===== config.mk =====
export PLATFORM = sky130hd
export DESIGN_NAME = rd_arbiter
export DESIGN_NICKNAME = d
export VERILOG_FILES = /design/src/rtl/arb_pkg.sv /design/src/rtl/rd_arbiter_rr_pick.sv /design/src/rtl/rd_arbiter.sv
export SDC_FILE = /design/constraint.sdc
export NUM_CORES = 1
export LEC_CHECK = 0
export CAP_MARGIN = 20
export CORE_MARGIN = 3
export CORE_UTILIZATION = 30
export DETAILED_ROUTE_END_ITERATION = 7
export PLACE_DENSITY_LB_ADDON = 0.12
export SKIP_LAST_GASP = 1
export SYNTH_ARGS = -nofsm -noshare
export SYNTH_HDL_FRONTEND = slang
export SYNTH_SLANG_ARGS = --single-unit

===== constraint.sdc =====
create_clock -name clk -period 4.4 [get_ports clk]
set_input_delay 0.66 -clock clk [delete_from_list [all_inputs] [get_ports clk]]
set_output_delay 0.66 -clock clk [all_outputs]
set_load 0.05 [all_outputs]

===== src/rtl/arb_pkg.sv =====
// Shared types and parameter defaults for the rd_arbiter read-device arbiter.
package arb_pkg;

    localparam int ARB_NREQ_DEF = 4;
    localparam int ARB_WAIT_DEF = 2;
    localparam int ARB_TO_DEF   = 15;

    typedef enum logic [1:0] {
        IDLE = 2'd0,
        READ = 2'd1,
        DLY  = 2'd2,
        DONE = 2'd3
    } arb_state_e;

endpackage


===== src/rtl/rd_arbiter_rr_pick.sv =====
// rr_pick: combinational wrap-around priority search, first set req bit at or above ptr.
module rr_pick
    import arb_pkg::*;
#(
    parameter int NREQ = ARB_NREQ_DEF
) (
    input  logic [NREQ-1:0]         req,
    input  logic [$clog2(NREQ)-1:0] ptr,
    output logic [NREQ-1:0]         win
);

    localparam int PW = $clog2(NREQ);

    logic [PW:0] w_pos;
    logic        w_found;

    always_comb begin
        win     = '0;
        w_pos   = '0;
        w_found = 1'b0;
        for (int i = 0; i < NREQ; i++) begin
            // ptr < NREQ, so one subtraction brings the offset back into range
            w_pos = {1'b0, ptr} + (PW+1)'(i);
            if (w_pos >= (PW+1)'(NREQ))
                w_pos = w_pos - (PW+1)'(NREQ);
            if (!w_found && req[w_pos[PW-1:0]]) begin
                win[w_pos[PW-1:0]] = 1'b1;
                w_found            = 1'b1;
            end
        end
    end

endmodule


===== src/rtl/rd_arbiter.sv =====
// rd_arbiter: round-robin arbiter for a shared read device (IDLE/READ/DLY/DONE).
// Optional READ timeout enabled by defining RD_ARBITER_TIMEOUT_EN.
module rd_arbiter
    import arb_pkg::*;
#(
    parameter int NREQ     = ARB_NREQ_DEF,
    parameter int WAIT_CYC = ARB_WAIT_DEF,
    parameter int TO_CYC   = ARB_TO_DEF
) (
    input  logic            clk,
    input  logic            rst_n,
    input  logic [NREQ-1:0] req,
    output logic [NREQ-1:0] gnt,
    output logic [NREQ-1:0] done,
    input  logic            ack,
    output logic            rd,
    output logic            ds,
    output logic            err
);

    localparam int PW = $clog2(NREQ);

    arb_state_e      r_state;
    arb_state_e      w_nxt;
    logic [PW-1:0]   r_ptr;
    logic [PW-1:0]   w_gnt_idx;
    logic [PW-1:0]   w_ptr_nxt;
    logic [NREQ-1:0] w_win;
    logic [NREQ-1:0] r_gnt;
    logic [NREQ-1:0] r_done;
    logic            r_rd;
    logic            r_ds;
    logic [3:0]      r_dly;
    logic            w_to_hit;

`ifdef RD_ARBITER_TIMEOUT_EN
    logic [7:0]      r_to;
    logic            r_err;
    assign w_to_hit = (r_to == 8'(TO_CYC));
    assign err      = r_err;
`else
    assign w_to_hit = 1'b0;
    assign err      = 1'b0;
`endif

    rr_pick #(.NREQ(NREQ)) u_pick (
        .req (req),
        .ptr (r_ptr),
        .win (w_win)
    );

    always_comb begin
        w_gnt_idx = '0;
        for (int i = 0; i < NREQ; i++)
            if (r_gnt[i]) w_gnt_idx = PW'(i);
    end

    assign w_ptr_nxt = (w_gnt_idx == PW'(NREQ-1)) ? '0 : w_gnt_idx + 1'b1;

    always_comb begin
        w_nxt = arb_state_e'(2'bxx);
        case (r_state)
            IDLE:    w_nxt = (|req) ? READ : IDLE;
            READ:    w_nxt = ack ? DLY : (w_to_hit ? DONE : READ);
            DLY:     w_nxt = (r_dly == 4'd0) ? DONE : DLY;
            DONE:    w_nxt = IDLE;
            default: ;
        endcase
    end

    // Outputs are decoded from w_nxt so they switch on the same edge as the state.
    always_ff @(posedge clk or negedge rst_n) begin
        if (!rst_n) begin
            r_state <= IDLE;
            r_ptr   <= '0;
            r_gnt   <= '0;
            r_done  <= '0;
            r_rd    <= 1'b0;
            r_ds    <= 1'b0;
            r_dly   <= '0;
`ifdef RD_ARBITER_TIMEOUT_EN
            r_to    <= '0;
            r_err   <= 1'b0;
`endif
        end else begin
            r_state <= w_nxt;
            r_rd    <= (w_nxt == READ);
            r_ds    <= (w_nxt == DLY);
            r_done  <= (w_nxt == DONE) ? r_gnt : '0;

            if (r_state == IDLE && w_nxt == READ)
                r_gnt <= w_win;
            else if (w_nxt == IDLE)
                r_gnt <= '0;

            if (w_nxt == DONE && r_state != DONE)
                r_ptr <= w_ptr_nxt;

            if (w_nxt == DLY && r_state != DLY)
                r_dly <= 4'(WAIT_CYC - 1);
            else if (r_state == DLY && r_dly != 4'd0)
                r_dly <= r_dly - 4'd1;

`ifdef RD_ARBITER_TIMEOUT_EN
            if (w_nxt == READ)
                r_to <= (r_state == READ) ? r_to + 8'd1 : 8'd1;
            else
                r_to <= '0;
            r_err <= (r_state == READ && w_nxt == DONE);
`endif
        end
    end

    assign gnt  = r_gnt;
    assign done = r_done;
    assign rd   = r_rd;
    assign ds   = r_ds;

endmodule


# --- Word-level counts from Yosys, hierarchy flattened ---
# Index checks and enable logic that the tools add are counted.
word_totals:
  register_bits: 18
  latch_bits: 0
  ram_bits: 0
  rom_bits: 0
  inputBits: 7
  out_inout_bits: 11
  wordCells: 101
  n_memories: 0
op_classes:
  add_sub_neg: 9
  n_mul: 0
  div_mod_pow: 0
  magnitude_cmp: 12
  n_eq_ne: 9
  shifts: 0
  mux: 40
  n_bitwise: 3
  n_reduce_logical: 21
op_table:
  columns: ["cell", "count"]
  rows:
  - ["two-way mux 4 bit", 9]
  - ["two-way mux 2 bit", 8]
  - ["two-way mux 1 bit", 14]
  - ["less-than comparator 2 x 3 -> 1 bit, second input constant", 4]
  - ["bitwise OR 4 bit", 3]
  - ["logical AND 1 bit", 11]
  - ["== test 2 bit, second input constant", 5]
  - ["greater-or-equal comparator 3 bit, second input constant", 3]
  - ["binary-select mux 1 bit (select 2 bit)", 4]
  - ["demux 1 bit (select 2 bit)", 4]
  - ["greater-or-equal comparator 2 x 1 -> 1 bit, second input constant", 4]
  - ["one-hot mux 2 bit (4 select lines)", 1]
  - ["subtractor 2 x 1 -> 2 bit, second input constant", 4]
  - ["adder 2 x 2 -> 3 bit, second input constant", 2]
  - ["== test 2 x 1 -> 1 bit, second input constant", 2]
  - ["zero test 2 bit", 2]
  - ["zero test 4 bit", 1]
  - ["inequality test 2 bit, second input constant", 2]
  - ["nonzero test 2 bit", 2]
  - ["nonzero test 4 bit", 1]
  - ["OR reduction 4 bit", 1]
  - ["subtractor 4 x 1 -> 4 bit, second input constant", 1]
  - ["adder 2 x 1 -> 3 bit, second input constant", 1]
  - ["greater-or-equal comparator 2 x 3 -> 1 bit, second input constant", 1]
  - ["other kinds (2)", 4]

# --- Depth between registers and ports, before layout ---
# Gate-level depths: netlist of run 1.
logic_depth:
  ltp_word: 15
  depth_mapped: 7
  depth_no_buf: 6

# --- Cells and area by module ---
# Synthesis of run 1 repeated with hierarchy kept, for this count alone.
unflattened:
  cells_unflattened: 104
  area_unflattened_um2: 1193.6
by_module_without_submodules:
  columns: ["module", "n_inst", "cells_per_inst", "area_per_inst_um2", "seq_area_each_um2"]
  rows:
  - ["rd_arbiter", 1, 74, 890.9, 450.4]
  - ["rr_pick", 1, 30, 302.8, 0.0]

# --- Worst setup path before layout of run 1 ---
# No wires, ideal clock.
synth_path:
  path_kind: "register to register"
  start: "reg r_ptr[0]"
  end: "reg r_gnt[3], in the netlist gnt[3]"
  setup_ns: 0.086
  arrival_time_ns: 1.930
  t_required_ns: 4.314
  path_slack_ns: 2.384
  stages_incl_launch_ff: 8
  n_path_buf: 1
  period_less_slack_ns: 2.016
  path_cell_list: "dfrtp_1 buf_6 inv_1 ha_1 mux4_2 nor4b_4 nand2_1 a32oi_1"
synth_via:
  elab_chain_cells: 15
  elab_cells_between_ends: 60
  cone_classes: "7 x add/sub; 12 x order compare; 28 x mux; 3 x bitwise; 10 x reduce/logical"
synth_rtl:
  columns: ["item", "line", "source"]
  rows:
  - ["start, declared", "rd_arbiter.sv:25", "logic [PW-1:0] r_ptr;"]
  - ["start signal, assigned", "rd_arbiter.sv:97", "r_ptr <= w_ptr_nxt;"]
  - ["branches (longest 13 deep; another with adder 2 x 1 -> 3 bit)", null, null]
  - ["two-way mux 4 bit *", "rd_arbiter_rr_pick.sv:26", "if (!w_found && req[w_pos[PW-1:0]]) begin"]
  - ["two-way mux 4 bit *", "rd_arbiter.sv:91", "if (r_state == IDLE && w_nxt == READ)"]
  - ["end signal, assigned", "rd_arbiter.sv:92", "r_gnt <= w_win;"]
  - ["end, declared", "rd_arbiter.sv:29", "logic [NREQ-1:0] r_gnt;"]
# Every way passes the cells marked *. The select of a mux whose other input is x is not followed.
# A chain may end at the register's enable or synchronous reset.

# --- Final worst setup path of run 1 ---
# Ends and elaborated chain as after synthesis.

==> results of run 1 <==
cell usage in the layout, fill, tap and decap left out, types with 2 or more instances in the layout:
cell type        count
nor2b_1              2
a32o_1               4
clkdlybuf4s50_1     16
a32oi_1              4
mux2i_1              3
and3_1               4
o31ai_1              2
nand2_1             21
mux4_2               4
clkbuf_8             4
nand2b_1             6
nand3_1              2
dfrtp_1             18
a21oi_1              2
a221oi_1             4
inv_1                5
nor2_1               6
o22ai_1              4
ha_1                 9
xor2_1               3
cell type report:
type	count	area (µm²)	share of cell area (%)
Clock buffer	4	55.05	3.682
Timing Repair Buffer	16	160.2	10.71
Sequential cell	18	450.4	30.13
Tap cell	48	60.06	4.017
Inverter	5	18.77	1.255
Multi-Input combinational cell	96	750.7	50.21
power groups by stage:
| stage | combinational [W] | clock [W] | sequential, W |
|---|---|---|---|
| 5_1_grt | 0.000599 | 0.000148 | 0.000310 |
| 2_1_floorplan | 0.000377 | 0 | 0.000335 |
| 3_3_place_gp | 0.000546 | 0 | 0.000297 |
| 3_5_place_dp | 0.000541 | 0 | 0.000297 |
| 6_report | 0.000542 | 0.000133 | 0.000295 |
| 4_1_cts | 0.000544 | 0.000139 | 0.000295 |
sequential cells by signal, indices dropped and copies added (netlist names):
register and count:
r_ptr 2, gnt 4, r_dly 4, r_state 2, done 4, rd 1
ds 1
kinds of logic after synthesis:
| logic type | Yosys count | synth area share [%] |
|---|---|---|
| DFF | 18 | 36.25 |
| and+or+nand+nor | 49 | 21.15 |
| buffers and inverters | 8 | 3.323 |
| xor gates and xnor gates | 4 | 2.820 |
| other | 1 | 0.3018 |
| AOI/OAI and AO/OA | 24 | 15.61 |
| adders and majority gates | 9 | 9.064 |
| muxes | 9 | 11.48 |
routing by layer:
metal / part of all wire [%] / wire length, µm
met1: 48 / 1248
met2: 44 / 1124
met3: 6.1 / 158
met4: 1.7 / 44
met5: 0 / 0
worst max-delay path: cells and delay by family, from the launching register on:
family	cells	cell delay, ns
muxes	1	0.39
DFF	1	0.79
adders and majority gates	1	0.46
and+or+nand+nor	2	0.46
buffers and inverters	1	0.24
AOI/OAI and AO/OA	1	0.18
per-stage QoR:
| stage | setup slack [ns] | std cells | hold slack [ns] |
|---|---|---|---|
| 2_1_floorplan | 2.384 | 122 | 0.3644 |
| 3_3_place_gp | 1.818 | 183 | 0.5507 |
| 3_5_place_dp | 1.825 | 183 | 0.5593 |
| 4_1_cts | 1.786 | 187 | 0.5691 |
| 5_1_grt | 1.477 | 187 | 0.6150 |
| 6_report | 1.796 | 187 | 0.5605 |
worst max path at each step:
stage / startpoint / to / slack, ns / cells after the start
final: r_ptr[0]$_DFFE_PN0P_ / gnt[3]$_DFFE_PN0P_ / 1.80 / 6
after global routing: r_ptr[0]$_DFFE_PN0P_ / gnt[0]$_DFFE_PN0P_ / 1.48 / 6
after detailed placement: r_ptr[0]$_DFFE_PN0P_ / gnt[1]$_DFFE_PN0P_ / 1.83 / 6
after floorplan: r_ptr[0]$_DFFE_PN0P_ / gnt[3]$_DFFE_PN0P_ / 2.38 / 7
after global placement: r_ptr[0]$_DFFE_PN0P_ / gnt[1]$_DFFE_PN0P_ / 1.82 / 6
after CTS: r_ptr[0]$_DFFE_PN0P_ / gnt[1]$_DFFE_PN0P_ / 1.79 / 6
==> impl_metrics.env, run 1 <==
export IMPL_required_ns=4.57
export IMPL_synthTopCellsByArea="dfrtp_1 36%, ha_1 9.1%, mux4_2 7.3%, nand2_1 6.3%, a32o_1 3.2%"
export IMPL_p_int_w=0.0005254
export IMPL_grt_pass1_wl_mm=4.560
export IMPL_postCtsSetupBuffers=0
export IMPL_ctsHoldBuffers=0
export IMPL_ys_types=37
export IMPL_gp_congestion=0.8695
export IMPL_synth_nets=138
export IMPL_hpwl_mm=1.972
export IMPL_design_area_mm2=0.001495
export IMPL_synth_top_area_cell="dfrtp_1"
export IMPL_antenna_found_initial=0
export IMPL_cp_start_kind="flop"
export IMPL_hold_viol=0
export IMPL_worst_slew_pin_slew_ns=0.8194
export IMPL_power_density_mw_per_mm2=648.6
export IMPL_hold_path_end="r_dly[1]$_DFFE_PN0P_"
export IMPL_vias=995
export IMPL_grt_busiest_layer="met1"
export IMPL_fin_skew_ns=0.002051
export IMPL_fill_cells=362
export IMPL_drt_initial_drc_count=67
export IMPL_clock_latency_ns=0.25
export IMPL_synth_cells=122
export IMPL_drt_vias_per_instance=5.321
export IMPL_synth_area_mm2=0.001242
export IMPL_wl_mm=2.577
export IMPL_synth_top_area_share_pct=36.25
export IMPL_fmax_mhz=384.1
export IMPL_grt_max_degree=23
export IMPL_rows=22
export IMPL_clk_pin_slew_worst_paths_ns=0.07
export IMPL_die_y_um=70.36
export IMPL_cts_buffer_depth=2
export IMPL_cts_made_buffers=3
export IMPL_drive_above_1_share_pct=8.633
export IMPL_synth_edf_count=0
export IMPL_port_buffers=16
export IMPL_timing_max_cap_violations=0
export IMPL_reg2reg_slack_ns=1.80
export IMPL_combPwrFrac_pct=55.9
export IMPL_finalSetupViolCount=0
export IMPL_start_util_pct=32.47
export IMPL_p_leak_nw=0.6138
export IMPL_grt_pass1_vias=955
export IMPL_drc=0
export IMPL_drtAntennaViolNets=0
export IMPL_min_path_cells=2
export IMPL_p_seq_share_pct=30.5
export IMPL_vdd_ir_drop_worst_uv=396.1
export IMPL_pin_count=18
export IMPL_arrival_ns=2.77
export IMPL_worstReg2RegStart="r_ptr[0]$_DFFE_PN0P_"
export IMPL_syn_avg_cell_area_um2=10.18
export IMPL_grt_ovfl_total=0
export IMPL_cp_slowest_cell="dfrtp_1"
export IMPL_rsz0062_at_grt="no"
export IMPL_cts_tree="done"
export IMPL_ys_seq_area_share_pct=36.25
export IMPL_core_area_mm2=0.003826
export IMPL_use_met2_pct=15.70
export IMPL_ys_seq_elements=18
export IMPL_htreeDepth=1
export IMPL_grt_usage_pct=11.50
export IMPL_synth_common_cells="21 x nand2_1, 18 x dfrtp_1, 9 x ha_1, 6 x nand2b_1, 6 x nor2_1"
export IMPL_yosys_most_used_dff="dfrtp_1"
export IMPL_gr_usage_met3_pct=3.165
export IMPL_path_class="flop to flop"
export IMPL_die_area_mm2=0.004950
export IMPL_worstPathMaxFanout=22
export IMPL_r2r_worst_path_cells=6
export IMPL_maxSlewViolCount=0
export IMPL_power_switching_w=0.0004444
export IMPL_timing_rr_end="gnt[3]$_DFFE_PN0P_"
export IMPL_timing_final_crit_share_pct=59.18
export IMPL_root_buffer="clkbuf_8"
export IMPL_dpl_cell_area_mm2=0.001440
export IMPL_yosysWarnings=0
export IMPL_final_min_clock_period_ns=2.604
export IMPL_switching_share_pct=45.82
export IMPL_wl_per_cell_um=13.78
export IMPL_clock_sinks=18
export IMPL_fin_total_pwr_w=0.0009697
export IMPL_worstPathCellList="inv_1 > ha_1 > mux4_2 > nor4b_4 > nand2_1 > a32oi_1"
export IMPL_nets=156
export IMPL_die_w_um=70.36
export IMPL_async_flop_share_pct=100.0
export IMPL_synth_most_common_cell="nand2_1"
export IMPL_fin_util_pct=39.08
export IMPL_area_growth_pct=20.34
export IMPL_setup_tns_ns=0
export IMPL_p_clk_share_pct=13.7
export IMPL_cp_end_kind="flop"
export IMPL_diodes=0
export IMPL_cts_resized=0
export IMPL_hold_path_class="flop to flop"
export IMPL_outcome="finished clean"
export IMPL_firstDrtPassIters=4
export IMPL_max_stage_delay_ns=0.79
export IMPL_relSlewSlack_pct=45.20
export IMPL_grt_use_met1_pct=17.17
export IMPL_hold_start="r_dly[1]$_DFFE_PN0P_"
(Power assumes the default switching activity.)
==> run 2: changes to the inputs <==
Clock period 4.4 ns to 2.1 ns, I/O delays scaled along.
==> run 2 against run 1 <==
Compared with the run above: non-clock buffer count increased by 12; total power increased by 120%; register-to-register slack got worse by 1.6 ns; combinational power increased by 150%; clock power increased by 110%.
==> impl_metrics.env, run 2 (same netlist as run 1, synthesis figures left out) <==
export IMPL_timing_rr_end="gnt[3]$_DFFE_PN0P_"
export IMPL_timing_final_crit_share_pct=92.99
export IMPL_rows=22
export IMPL_clock_sinks=18
export IMPL_htreeDepth=1
export IMPL_vdd_ir_drop_worst_uv=886.3
export IMPL_path_class="flop to flop"
export IMPL_wl_mm=2.877
export IMPL_die_area_mm2=0.004950
export IMPL_hold_ws_ns=0.3889
export IMPL_drc=0
export IMPL_reg2reg_slack_ns=0.15
export IMPL_clock_latency_ns=0.25
export IMPL_cp_start_kind="flop"
export IMPL_pin_count=18
export IMPL_worstPathCellList="inv_1 > ha_2 > mux2i_1 > o22ai_1 > a221oi_1 > a32oi_1"
export IMPL_grt_usage_pct=11.76
export IMPL_nets=168
export IMPL_finalSetupViolCount=0
export IMPL_worst_slew_pin_slew_ns=0.5612
export IMPL_hold_viol=0
export IMPL_timing_max_cap_violations=0
export IMPL_drt_initial_drc_count=41
export IMPL_clk_pin_slew_worst_paths_ns=0.07
export IMPL_final_min_clock_period_ns=1.953
export IMPL_port_buffers=16
export IMPL_fill_cells=369
export IMPL_die_y_um=70.36
export IMPL_drtAntennaViolNets=0
export IMPL_dpl_cell_area_mm2=0.001530
export IMPL_vias=1032
export IMPL_area_growth_pct=27.79
export IMPL_worstPathMaxFanout=4
export IMPL_start_util_pct=32.47
export IMPL_gp_congestion=0.8082
export IMPL_root_buffer="clkbuf_8"
export IMPL_r2r_worst_path_cells=6
export IMPL_fin_skew_ns=0.002719
export IMPL_layout_cells_most_common_list="21 x nand2_1, 18 x dfrtp_1, 16 x clkdlybuf4s50_1"
export IMPL_cts_tree="done"
export IMPL_worstReg2RegStart="r_ptr[1]$_DFFE_PN0P_"
export IMPL_power_density_mw_per_mm2=1366
export IMPL_cts_buffer_depth=2
export IMPL_required_ns=2.22
export IMPL_hold_path_class="input port to asynchronous set/reset pin"
export IMPL_max_stage_delay_ns=0.40
export IMPL_antenna_found_initial=0
export IMPL_outcome="finished clean"
export IMPL_core_area_mm2=0.003826
export IMPL_diodes=0
export IMPL_design_area_mm2=0.001588
export IMPL_die_w_um=70.36
export IMPL_arrival_ns=2.07
export IMPL_grt_ovfl_total=0
export IMPL_rsz0062_at_grt="no"
export IMPL_final_common_cell="nand2_1"
export IMPL_grt_max_degree=19
export IMPL_grt_pass1_vias=976
export IMPL_hpwl_mm=2.231
export IMPL_drt_vias_per_instance=5.186
export IMPL_cp_slowest_cell="ha_2"
export IMPL_fmax_mhz=512.1
export IMPL_wl_per_cell_um=14.46
export IMPL_relSlewSlack_pct=62.46
export IMPL_maxSlewViolCount=0
export IMPL_cp_end_kind="flop"
export IMPL_drive_above_1_share_pct=16.56
export IMPL_grt_pass1_wl_mm=4.726
export IMPL_firstDrtPassIters=4
export IMPL_cts_made_buffers=3
export IMPL_p_leak_nw=0.6717
run 2: metrics by stage:
step	instances	worst slack, ns	total power (W)	TNS (ns)	util, %
after floorplan	122	0.08410	0.001492	0	-
after global routing	199	0.001537	0.002331	0	41.50
after CTS	199	0.07369	0.002170	0	41.43
final	199	0.1472	0.002169	0	41.50
after detailed placement	195	-0.03755	0.001877	-0.05526	39.99
after global placement	195	-0.007601	0.001875	-0.007601	39.99
run 2: final cells by class:
| type | instances | area, µm² | area share, % |
|---|---|---|---|
| inverter | 5 | 18.77 | 1.182 |
| timing repair buffer | 28 | 250.2 | 15.76 |
| sequential | 18 | 450.4 | 28.37 |
| multi-input combinational | 96 | 753.2 | 47.44 |
| clock buffer | 4 | 55.05 | 3.467 |
| tap | 48 | 60.06 | 3.783 |
run 2: repair_timing:
action,in CTS,in global routing
hold buffers,0,0
hold endpoints to repair,0,0
buffers inserted,0,0
setup endpoints to repair,0,2
resized for setup,0,1
run 2: worst max path at each step:
stage	start	end	slack, ns	cells after the start
2_1_floorplan	r_ptr[0]$_DFFE_PN0P_	gnt[3]$_DFFE_PN0P_	0.08	7
3_3_place_gp	req[3]	gnt[1]$_DFFE_PN0P_	-0.008	5
3_5_place_dp	req[3]	gnt[3]$_DFFE_PN0P_	-0.04	5
4_1_cts	r_ptr[1]$_DFFE_PN0P_	gnt[3]$_DFFE_PN0P_	0.07	6
5_1_grt	r_ptr[1]$_DFFE_PN0P_	gnt[3]$_DFFE_PN0P_	0.002	6
6_report	r_ptr[1]$_DFFE_PN0P_	gnt[3]$_DFFE_PN0P_	0.15	6
run 2: per-layer routing:
layer | global-route usage [%] | part of all wire, % | vias up
li1 | - | - | 511
met5 | 0 | 0 | -
met1 | 17.05 | 49 | 485
met2 | 17.78 | 45 | 32
met4 | 1.702 | 0.59 | 0
met3 | 3.165 | 5.0 | 4
run 2: critical path, delay by kind of cell (launching register included):
kind | cells | cell delay [ns]
flip-flops | 1 | 0.34
adder cells (fa/ha/maj) | 1 | 0.40
multiplexers | 1 | 0.35
buffers and inverters | 1 | 0.07
AO/OA/AOI/OAI | 3 | 0.65
run 2: power breakdown:
part | switching [W] | internal [W]
logic | 0.000767 | 0.000575
clock network | 0.000116 | 0.000166
registers | 0.0000927 | 0.000452
total | 0.000976 | 0.00119
==> run 3: changes to the inputs <==
Settings changed: SETUP_SLACK_MARGIN set to 0.2.
==> run 3 against run 2 <==
Compared with the run above: cell count fell by 0.50%; routed wire length fell by 0.42%; clock skew rose by 0.0015 ns; final area rose by 2.2%; via count fell by 0.29%; sequential cell count did not move; global-route usage rose by 0.76 points; maximum frequency rose by 5.8%; first-iteration DRC count fell by 27%; critical path type is now flop to output port; largest power group unchanged.
==> impl_metrics.env, run 3 (same netlist as run 1, synthesis figures left out) <==
export IMPL_path_class="flop to output port"
export IMPL_grt_pass1_wl_mm=5.092
export IMPL_clk_pin_slew_worst_paths_ns=0.07
export IMPL_htreeDepth=1
export IMPL_cts_buffer_depth=2
export IMPL_arrival_ns=1.53
export IMPL_drive_above_1_share_pct=18.67
export IMPL_die_area_mm2=0.004950
export IMPL_grt_pass1_vias=1062
export IMPL_timing_max_cap_violations=0
export IMPL_clock_latency_ns=0.25
export IMPL_fin_util_pct=42.41
export IMPL_hold_path_class="input port to asynchronous set/reset pin"
export IMPL_grt_ovfl_total=0
export IMPL_drtAntennaViolNets=0
export IMPL_rsz0062_at_grt="yes"
export IMPL_reg2reg_slack_ns=0.26
export IMPL_port_buffers=16
export IMPL_wl_mm=2.865
export IMPL_postCtsSetupBuffers=0
export IMPL_finalSetupViolCount=0
export IMPL_diodes=0
export IMPL_worstPathMaxFanout=6
export IMPL_area_growth_pct=30.61
export IMPL_worst_path_buf_inv=1
export IMPL_wl_per_cell_um=14.47
export IMPL_grt_max_degree=19
export IMPL_final_min_clock_period_ns=1.846
export IMPL_vias=1029
export IMPL_p_leak_nw=0.7405
export IMPL_rows=22
export IMPL_cts_tree="done"
export IMPL_required_ns=1.78
export IMPL_crit_family="buffers and inverters"
export IMPL_max_stage_delay_ns=0.84
export IMPL_die_w_um=70.36
export IMPL_gp_congestion=0.8751
export IMPL_fmax_mhz=541.8
export IMPL_antenna_found_initial=0
export IMPL_relSlewSlack_pct=65.88
export IMPL_cp_start_kind="flop"
export IMPL_final_common_cell="nand2_1"
export IMPL_drt_initial_drc_count=30
export IMPL_drc=0
export IMPL_ctsHoldBuffers=0
export IMPL_cts_made_buffers=3
export IMPL_power_density_mw_per_mm2=1386
export IMPL_cp_slowest_cell="clkdlybuf4s50_1"
export IMPL_design_area_mm2=0.001623
export IMPL_timing_final_crit_share_pct=87.88
export IMPL_hold_viol=0
export IMPL_hpwl_mm=2.192
export IMPL_fin_skew_ns=0.004188
export IMPL_grt_usage_pct=12.52
export IMPL_core_area_mm2=0.003826
export IMPL_start_util_pct=32.47
export IMPL_worstPathCellList="clkdlybuf4s50_1"
export IMPL_drt_vias_per_instance=5.197
export IMPL_pin_count=18
export IMPL_dpl_cell_area_mm2=0.001539
export IMPL_root_buffer="clkbuf_8"
export IMPL_die_y_um=70.36
export IMPL_nets=167
export IMPL_clock_sinks=18
export IMPL_worst_slew_pin_slew_ns=0.5110
export IMPL_cp_end_kind="output port"
export IMPL_vdd_ir_drop_worst_uv=687.6
export IMPL_maxSlewViolCount=0
export IMPL_outcome="finished clean"
export IMPL_cts_resized=0
export IMPL_firstDrtPassIters=4
export IMPL_layout_cells_most_common_list="21 x nand2_1, 18 x dfrtp_1, 10 x clkdlybuf4s50_1, 10 x buf_4, 8 x ha_1"
run 3: cell types whose count changed in the layout (fill, tap and decap cells not counted):
cell	before	now
inv_2	0	2
nor3b_2	1	0
dlymetal6s2s_1	0	6
buf_4	12	10
ha_4	0	1
buf_6	0	1
inv_1	5	3
ha_2	1	0
clkdlybuf4s50_1	16	10
mux2i_1	3	1
mux2i_2	0	2
nor3b_4	0	1
run 3: report_power, final:
part / switching (W) / total (W) / leakage (nW) / internal (W)
Sequential: 0.000108 / 0.000560 / 0.237 / 0.000452
Combinational: 0.000774 / 0.00141 / 0.475 / 0.000633
Clock: 0.000115 / 0.000281 / 0.0288 / 0.000167
run 3: worst reg2reg max path, delay by kind of cell (launching register included):
family                 cells  cell delay, ns
AO/OA/AOI/OAI              1            0.20
buffers and inverters      1            0.15
multiplexers               1            0.56
AND/OR/NAND/NOR            2            0.45
flip-flops                 1            0.39
run 3: layout make-up:
class,count,area [µm²]
clock buffers,4,55.05
multi-input cells,96,777.0
inverters,5,18.77
fillers,363,2203
repair buffers,27,261.5
well taps,48,60.06
flip-flops and latches,18,450.4
run 3: final timing paths:
check / to / cells after the start / startpoint
hold / removal: r_ptr[1]$_DFFE_PN0P_ / 2 / rst_n
hold reg to reg: r_dly[1]$_DFFE_PN0P_ / 2 / r_dly[1]$_DFFE_PN0P_
min in group clk: r_state[0]$_DFF_PN0_ / 3 / req[0]
setup reg to reg: gnt[1]$_DFFE_PN0P_ / 5 / r_ptr[0]$_DFFE_PN0P_
max in group asynchronous: rd$_DFF_PN0_ / 2 / rst_n
setup / recovery: gnt[3] / 1 / gnt[3]$_DFFE_PN0P_
run 3: metrics by stage:
step | cells | TNS (ns) | power, W | hold WS [ns] | setup WS [ns]
2_1_floorplan | 122 | 0 | 0.001534 | 0.01941 | 0.2011
6_report | 198 | 0 | 0.002249 | 0.3897 | 0.2545
3_3_place_gp | 194 | -0.03719 | 0.001919 | 0.5448 | -0.01876
5_1_grt | 198 | 0 | 0.002431 | 0.4178 | 0.1182
3_5_place_dp | 194 | -0.1744 | 0.001938 | 0.5484 | -0.06322
4_1_cts | 198 | 0 | 0.002228 | 0.4031 | 0.2053
run 3: per-layer routing:
metal | vias up | wire length (µm) | global-route usage [%]
li1 | 505 | - | -
met1 | 494 | 1398 | 17.18
met2 | 28 | 1288 | 19.85
met3 | 2 | 169 | 3.597
met4 | 0 | 8 | 1.915
met5 | - | 0 | 0
